`config.mk`:
```
export PLATFORM = sky130hd
export DESIGN_NAME = dff_ms_phase_sequencer_flat
export DESIGN_NICKNAME = d
export VERILOG_FILES = /design/src/rtl/dff_ms_phase_sequencer_if.sv /design/src/rtl/dff_ms_phase_sequencer.sv /design/src/flat_wrapper.sv
export SDC_FILE = /design/constraint.sdc
export NUM_CORES = 1
export LEC_CHECK = 0
export ABC_AREA = 1
export BUFFER_PORTS_ARGS = -buffer_cell sky130_fd_sc_hd__buf_2
export CORE_UTILIZATION = 30
export CTS_CLUSTER_DIAMETER = 80
export CTS_CLUSTER_SIZE = 12
export DETAILED_ROUTE_END_ITERATION = 16
export PLACE_DENSITY_LB_ADDON = 0.3
export SLEW_MARGIN = 20
export SYNTH_ARGS = -nofsm -noshare
export SYNTH_HDL_FRONTEND = slang
export SYNTH_SLANG_ARGS = --single-unit
```
`constraint.sdc`:
```
create_clock -name clk -period 2.2 [get_ports clk]
set_input_delay 0.44 -clock clk [delete_from_list [all_inputs] [get_ports clk]]
set_output_delay 0.44 -clock clk [all_outputs]
set_load 0.02 [all_outputs]
```
`src/rtl/dff_ms_phase_sequencer_if.sv`:
```
// Command/response bundle between a command source and the master-slave flip-flop sequencer.
// The master modport belongs to the command source; the slave modport belongs to the sequencer.
interface dff_ms_phase_sequencer_if #(
    parameter int unsigned WIDTH = 4
);
    logic             cmd_valid;
    logic             cmd_ready;
    logic [WIDTH-1:0] cmd_data;
    logic             rsp_valid;
    logic [WIDTH-1:0] rsp_q;
    logic             rsp_err;

    modport master (
        output cmd_valid,
        output cmd_data,
        input  cmd_ready,
        input  rsp_valid,
        input  rsp_q,
        input  rsp_err
    );

    modport slave (
        input  cmd_valid,
        input  cmd_data,
        output cmd_ready,
        output rsp_valid,
        output rsp_q,
        output rsp_err
    );
endinterface

```
`src/rtl/dff_ms_phase_sequencer.sv`:
```
// Sequences a master-slave flip-flop bank: load D, pulse master, gap, pulse slave, gap, then
// sample Q/Q-bar and report the captured word with a complementarity error.
module dff_ms_phase_sequencer #(
    parameter int unsigned WIDTH     = 4,
    parameter int unsigned SETUP_CYC = 2,
    parameter int unsigned GAP_CYC   = 1,
    parameter int unsigned HOLD_CYC  = 2
) (
    input  logic                 clk,
    input  logic                 rst,
    dff_ms_phase_sequencer_if.slave cmd,
    output logic [WIDTH-1:0]     ff_d,
    output logic                 ff_master_en,
    output logic                 ff_slave_en,
    input  logic [WIDTH-1:0]     ff_q,
    input  logic [WIDTH-1:0]     ff_qn,
    output logic [7:0]           err_count,
    input  logic                 err_clr
);
    localparam int unsigned MAX_SG  = (SETUP_CYC > GAP_CYC) ? SETUP_CYC : GAP_CYC;
    localparam int unsigned MAX_CYC = (MAX_SG > HOLD_CYC) ? MAX_SG : HOLD_CYC;
    localparam int unsigned CNT_W   = $clog2(MAX_CYC) + 1;

    // Counter holds the remaining cycles minus one; a phase ends when it reads zero.
    localparam logic [CNT_W-1:0] SETUP_LOAD = CNT_W'(SETUP_CYC - 1);
    localparam logic [CNT_W-1:0] GAP_LOAD   = CNT_W'(GAP_CYC - 1);
    localparam logic [CNT_W-1:0] HOLD_LOAD  = CNT_W'(HOLD_CYC - 1);

    typedef enum logic [2:0] {
        StIdle,
        StMaster,
        StGap1,
        StSlave,
        StGap2,
        StCheck
    } state_t;

    state_t           state_q;
    logic [CNT_W-1:0] phase_q;
    logic             check_err;
    logic             phase_done;

    assign check_err  = |(~(ff_q ^ ff_qn));
    assign phase_done = (phase_q == '0);

    always_ff @(posedge clk) begin
        if (rst) begin
            state_q       <= StIdle;
            phase_q       <= '0;
            ff_d          <= '0;
            ff_master_en  <= 1'b0;
            ff_slave_en   <= 1'b0;
            cmd.cmd_ready <= 1'b1;
            cmd.rsp_valid <= 1'b0;
            cmd.rsp_q     <= '0;
            cmd.rsp_err   <= 1'b0;
            err_count     <= 8'h00;
        end else begin
            cmd.rsp_valid <= 1'b0;
            if (err_clr) begin
                err_count <= 8'h00;
            end
            unique case (state_q)
                StIdle: begin
                    if (cmd.cmd_valid && cmd.cmd_ready) begin
                        ff_d          <= cmd.cmd_data;
                        cmd.cmd_ready <= 1'b0;
                        ff_master_en  <= 1'b1;
                        phase_q       <= SETUP_LOAD;
                        state_q       <= StMaster;
                    end
                end
                StMaster: begin
                    if (phase_done) begin
                        ff_master_en <= 1'b0;
                        phase_q      <= GAP_LOAD;
                        state_q      <= StGap1;
                    end else begin
                        phase_q <= phase_q - 1'b1;
                    end
                end
                StGap1: begin
                    if (phase_done) begin
                        ff_slave_en <= 1'b1;
                        phase_q     <= HOLD_LOAD;
                        state_q     <= StSlave;
                    end else begin
                        phase_q <= phase_q - 1'b1;
                    end
                end
                StSlave: begin
                    if (phase_done) begin
                        ff_slave_en <= 1'b0;
                        phase_q     <= GAP_LOAD;
                        state_q     <= StGap2;
                    end else begin
                        phase_q <= phase_q - 1'b1;
                    end
                end
                StGap2: begin
                    if (phase_done) begin
                        phase_q <= '0;
                        state_q <= StCheck;
                    end else begin
                        phase_q <= phase_q - 1'b1;
                    end
                end
                StCheck: begin
                    cmd.rsp_q     <= ff_q;
                    cmd.rsp_err   <= check_err;
                    cmd.rsp_valid <= 1'b1;
                    cmd.cmd_ready <= 1'b1;
                    state_q       <= StIdle;
                    // A simultaneous clear takes priority over the increment.
                    if (check_err && !err_clr && (err_count != 8'hFF)) begin
                        err_count <= err_count + 8'h01;
                    end
                end
                default: begin
                    ff_master_en  <= 1'b0;
                    ff_slave_en   <= 1'b0;
                    cmd.cmd_ready <= 1'b1;
                    state_q       <= StIdle;
                end
            endcase
        end
    end
endmodule

```
`src/flat_wrapper.sv`:
```
// flat-port wrapper written by rule: the top's interface ports become plain ports
module dff_ms_phase_sequencer_flat 
#(
    parameter int unsigned WIDTH     = 4,
    parameter int unsigned SETUP_CYC = 2,
    parameter int unsigned GAP_CYC   = 1,
    parameter int unsigned HOLD_CYC  = 2
)
  (clk, rst, ff_d, ff_master_en, ff_slave_en, ff_q, ff_qn, err_count, err_clr, cmd_cmd_valid, cmd_cmd_data, cmd_cmd_ready, cmd_rsp_valid, cmd_rsp_q, cmd_rsp_err);
  dff_ms_phase_sequencer_if #(.WIDTH(WIDTH)) cmd_i ();
  input  logic clk;
  input  logic rst;
  output logic [WIDTH-1:0] ff_d;
  output logic ff_master_en;
  output logic ff_slave_en;
  input  logic [WIDTH-1:0] ff_q;
  input  logic [WIDTH-1:0] ff_qn;
  output logic [7:0] err_count;
  input  logic err_clr;
  input wire logic [$bits(cmd_i.cmd_valid)-1:0] cmd_cmd_valid;
  input wire logic [$bits(cmd_i.cmd_data)-1:0] cmd_cmd_data;
  output wire logic [$bits(cmd_i.cmd_ready)-1:0] cmd_cmd_ready;
  output wire logic [$bits(cmd_i.rsp_valid)-1:0] cmd_rsp_valid;
  output wire logic [$bits(cmd_i.rsp_q)-1:0] cmd_rsp_q;
  output wire logic [$bits(cmd_i.rsp_err)-1:0] cmd_rsp_err;
  assign cmd_i.cmd_valid = cmd_cmd_valid;
  assign cmd_i.cmd_data = cmd_cmd_data;
  assign cmd_cmd_ready = cmd_i.cmd_ready;
  assign cmd_rsp_valid = cmd_i.rsp_valid;
  assign cmd_rsp_q = cmd_i.rsp_q;
  assign cmd_rsp_err = cmd_i.rsp_err;
  dff_ms_phase_sequencer #(.WIDTH(WIDTH), .SETUP_CYC(SETUP_CYC), .GAP_CYC(GAP_CYC), .HOLD_CYC(HOLD_CYC)) u_core (.clk(clk), .rst(rst), .cmd(cmd_i), .ff_d(ff_d), .ff_master_en(ff_master_en), .ff_slave_en(ff_slave_en), .ff_q(ff_q), .ff_qn(ff_qn), .err_count(err_count), .err_clr(err_clr));
endmodule
```
==> impl_metrics.env <==
export IMPL_clkTransAtPathRegs_ps=100
export IMPL_vias=1331
export IMPL_synth_distinct_cells=23
export IMPL_path_delay_family="simple AND/OR/NAND/NOR gates"
export IMPL_antenna_found_initial=0
export IMPL_clock_path_buffers=2
export IMPL_wirelength_mm=2.947
export IMPL_status="complete, no violations"
export IMPL_crit_arrival_ps=1640
export IMPL_ys_top_cells_by_area="dfxtp_1, nand2_1, nor2_1, a21oi_1, inv_1"
export IMPL_portBuffers=36
export IMPL_insertion_delay_ps=280
export IMPL_fillers=456
export IMPL_fin_crit_sh=0.6681
export IMPL_cts_hold_buf=0
export IMPL_worst_pin_slew_ps=433.7
export IMPL_rsz0062_at_grt="false"
export IMPL_cts_buffers=3
export IMPL_cts_sinks=26
export IMPL_cts_root_buf="clkbuf_8"
export IMPL_ys_seq_elements=26
export IMPL_ant_nets=0
export IMPL_cts_max_level=1
export IMPL_cpMostUsedCell="nand2_1"
export IMPL_syn_avg_cell_area_um2=6.601
export IMPL_required_ps=2370
export IMPL_synthCells=203
export IMPL_avgRoutedWirePerCell_um=10.20
export IMPL_synth_largest_area_cell="dfxtp_1"
export IMPL_maxCapViolCount=0
export IMPL_nets=257
export IMPL_yosysWarnings=0
export IMPL_slew_viol_final=0
export IMPL_timing_final_crit_period_ps=1470
export IMPL_initial_utilization=0.3234
export IMPL_fp_row_count=23
export IMPL_gp_congestion=0.7890
export IMPL_critPathMaxFanout=10
export IMPL_yosysSeqAreaShare=0.3884
export IMPL_grt_max_degree=17
export IMPL_syn_nets=220
export IMPL_grt_pass1_wl_mm=5.064
export IMPL_fp_dieW_um=68.84
export IMPL_cp_end_kind="register"
export IMPL_post_route_drc_count=0
export IMPL_post_cts_buffers=0
export IMPL_via_per_inst=4.606
export IMPL_path_buf_inv=0
export IMPL_die_area_mm2=0.004738
export IMPL_finish_utilization=0.3934
export IMPL_finalHoldViolations=0
export IMPL_hold_class="primary input to register"
export IMPL_crit_chain="ha_1, nand2_1, nor2_1, a21oi_4, nand3_4, nand2_1, nand2_1, nor2_1"
export IMPL_die_h_um=68.84
export IMPL_cts_tree="done"
export IMPL_core_mm2=0.004144
export IMPL_drt_iter0_drc=77
export IMPL_layout_drive_gt1_share=0.2385
export IMPL_drtPass1Iterations=5
export IMPL_relSlewSlack=0.7105
export IMPL_syn_area_mm2=0.001340
export IMPL_dp_final_hpwl_mm=2.168
export IMPL_synth_top_area_frac=0.3884
export IMPL_skew_ps=5.340
export IMPL_crit_path_top_delay_cell="dfxtp_1"
export IMPL_powerDensity_mw_per_mm2=889.1
export IMPL_critical_path_class="register to register"
export IMPL_tns_ps=0
export IMPL_cts_resized_gates=0
export IMPL_areaGrowthSynthToFinish_pct=21.66
export IMPL_ios=37
export IMPL_start_kind="register"
export IMPL_critPathMaxStageDelay_ps=400
export IMPL_finalSetupViolations=0
export IMPL_gr_usage_all_layers=0.1433
export IMPL_ir_drop_v=0.0004290
export IMPL_leakagePower_uw=0.0008308
export IMPL_gr_total_overflow=0
export IMPL_grt_pass1_vias=1153
export IMPL_antennaDiodeCount=0
export IMPL_fmax_mhz=680.4
final timing paths:
kind | startpoint | end | slack (ps) | cells past startpoint
worst max-delay path | u_core.err_count[0] | u_core.err_count[0] | 730 | 8
worst min register to register | u_core.ff_d[3] | u_core.ff_d[3] | 450 | 2
worst max register to register | u_core.err_count[0] | u_core.err_count[0] | 730 | 8
worst min-delay path | ff_q[0] | u_core.cmd.rsp_q[0] | 410 | 3
cell type report:
| class | instances | area (µm²) | area share |
|---|---|---|---|
| timing repair buffer | 36 | 180.2 | 0.1105 |
| clock buffer | 3 | 41.29 | 0.02533 |
| sequential | 26 | 520.5 | 0.3193 |
| multi-input combinational | 145 | 690.7 | 0.4236 |
| inverter | 28 | 105.1 | 0.06447 |
| tap | 50 | 62.56 | 0.03837 |
| clock inverter | 1 | 30.03 | 0.01842 |
layout by cell type (no fill, tap or decap), drive strengths merged:
cell	instances
nand2	67
nor2	28
bufinv	1
xor2	1
a21oi	17
nand4	10
ha	1
nor3	2
o21a	1
clkbuf	3
buf	36
inv	28
nand3	5
o21ai	13
dfxtp	26
through the flow:
step | hold slack, ps | cell area, µm² | total power [µW] | cells | worst slack (ps)
floorplan | 438.6 | 1340 | 945.8 | 203 | 744.7
global placement | 435.6 | 1559 | 1057 | 285 | 778.7
detailed placement | 440.9 | 1559 | 1055 | 285 | 733.6
CTS | 404.6 | 1630 | 1463 | 289 | 732.7
global route | 414.2 | 1630 | 1563 | 289 | 572.6
finish | 406.5 | 1630 | 1450 | 289 | 730.3
cell usage after synthesis (all sizes together):
cell type  count
nor2          28
nand3          5
nand2         67
inv           28
nor3           2
clkbuf         2
o21a           1
buf            2
ha             1
o21ai         13
xor2           1
a21oi         17
nand4         10
dfxtp         26
state kept, by name (all words and copies together), names as in the netlist:
register	flops
u_core.cmd.cmd_ready	1
u_core.cmd.rsp_err	1
u_core.cmd.rsp_q	4
u_core.cmd.rsp_valid	1
u_core.err_count	8
u_core.ff_d	4
u_core.ff_master_en	1
u_core.ff_slave_en	1
u_core.phase_q	2
u_core.state_q	3
logic make-up (layout without fill, tap and decap cells):
family | count (synthesis) | in the layout | share of synthesized area
AND/OR/NAND/NOR | 112 | 112 | 0.3735
buffers and inverters | 32 | 68 | 0.09617
AO/OA/AOI/OAI | 31 | 31 | 0.1261
flip-flops | 26 | 26 | 0.3884
adder cells (fa/ha/maj) | 1 | 1 | 0.009336
XOR/XNOR | 1 | 1 | 0.006537
worst min-delay path: stages:
cell and delay [ps]:
buf_2 110, inv_2 50, a21oi_1 50
power by group:
part,internal [µW],switching [µW],leakage [µW]
Sequential,538,56.0,0.000211
Combinational,153,297,0.000584
Clock,244,162,0.0000357
Total,935,515,0.000831
metal layers:
metal / global-route usage / wire length, µm
met5: 0 / 0
met3: 0.02303 / 157
met1: 0.1956 / 1493
met2: 0.2218 / 1258
met4: 0.06122 / 37
(Power assumes the default switching activity.)
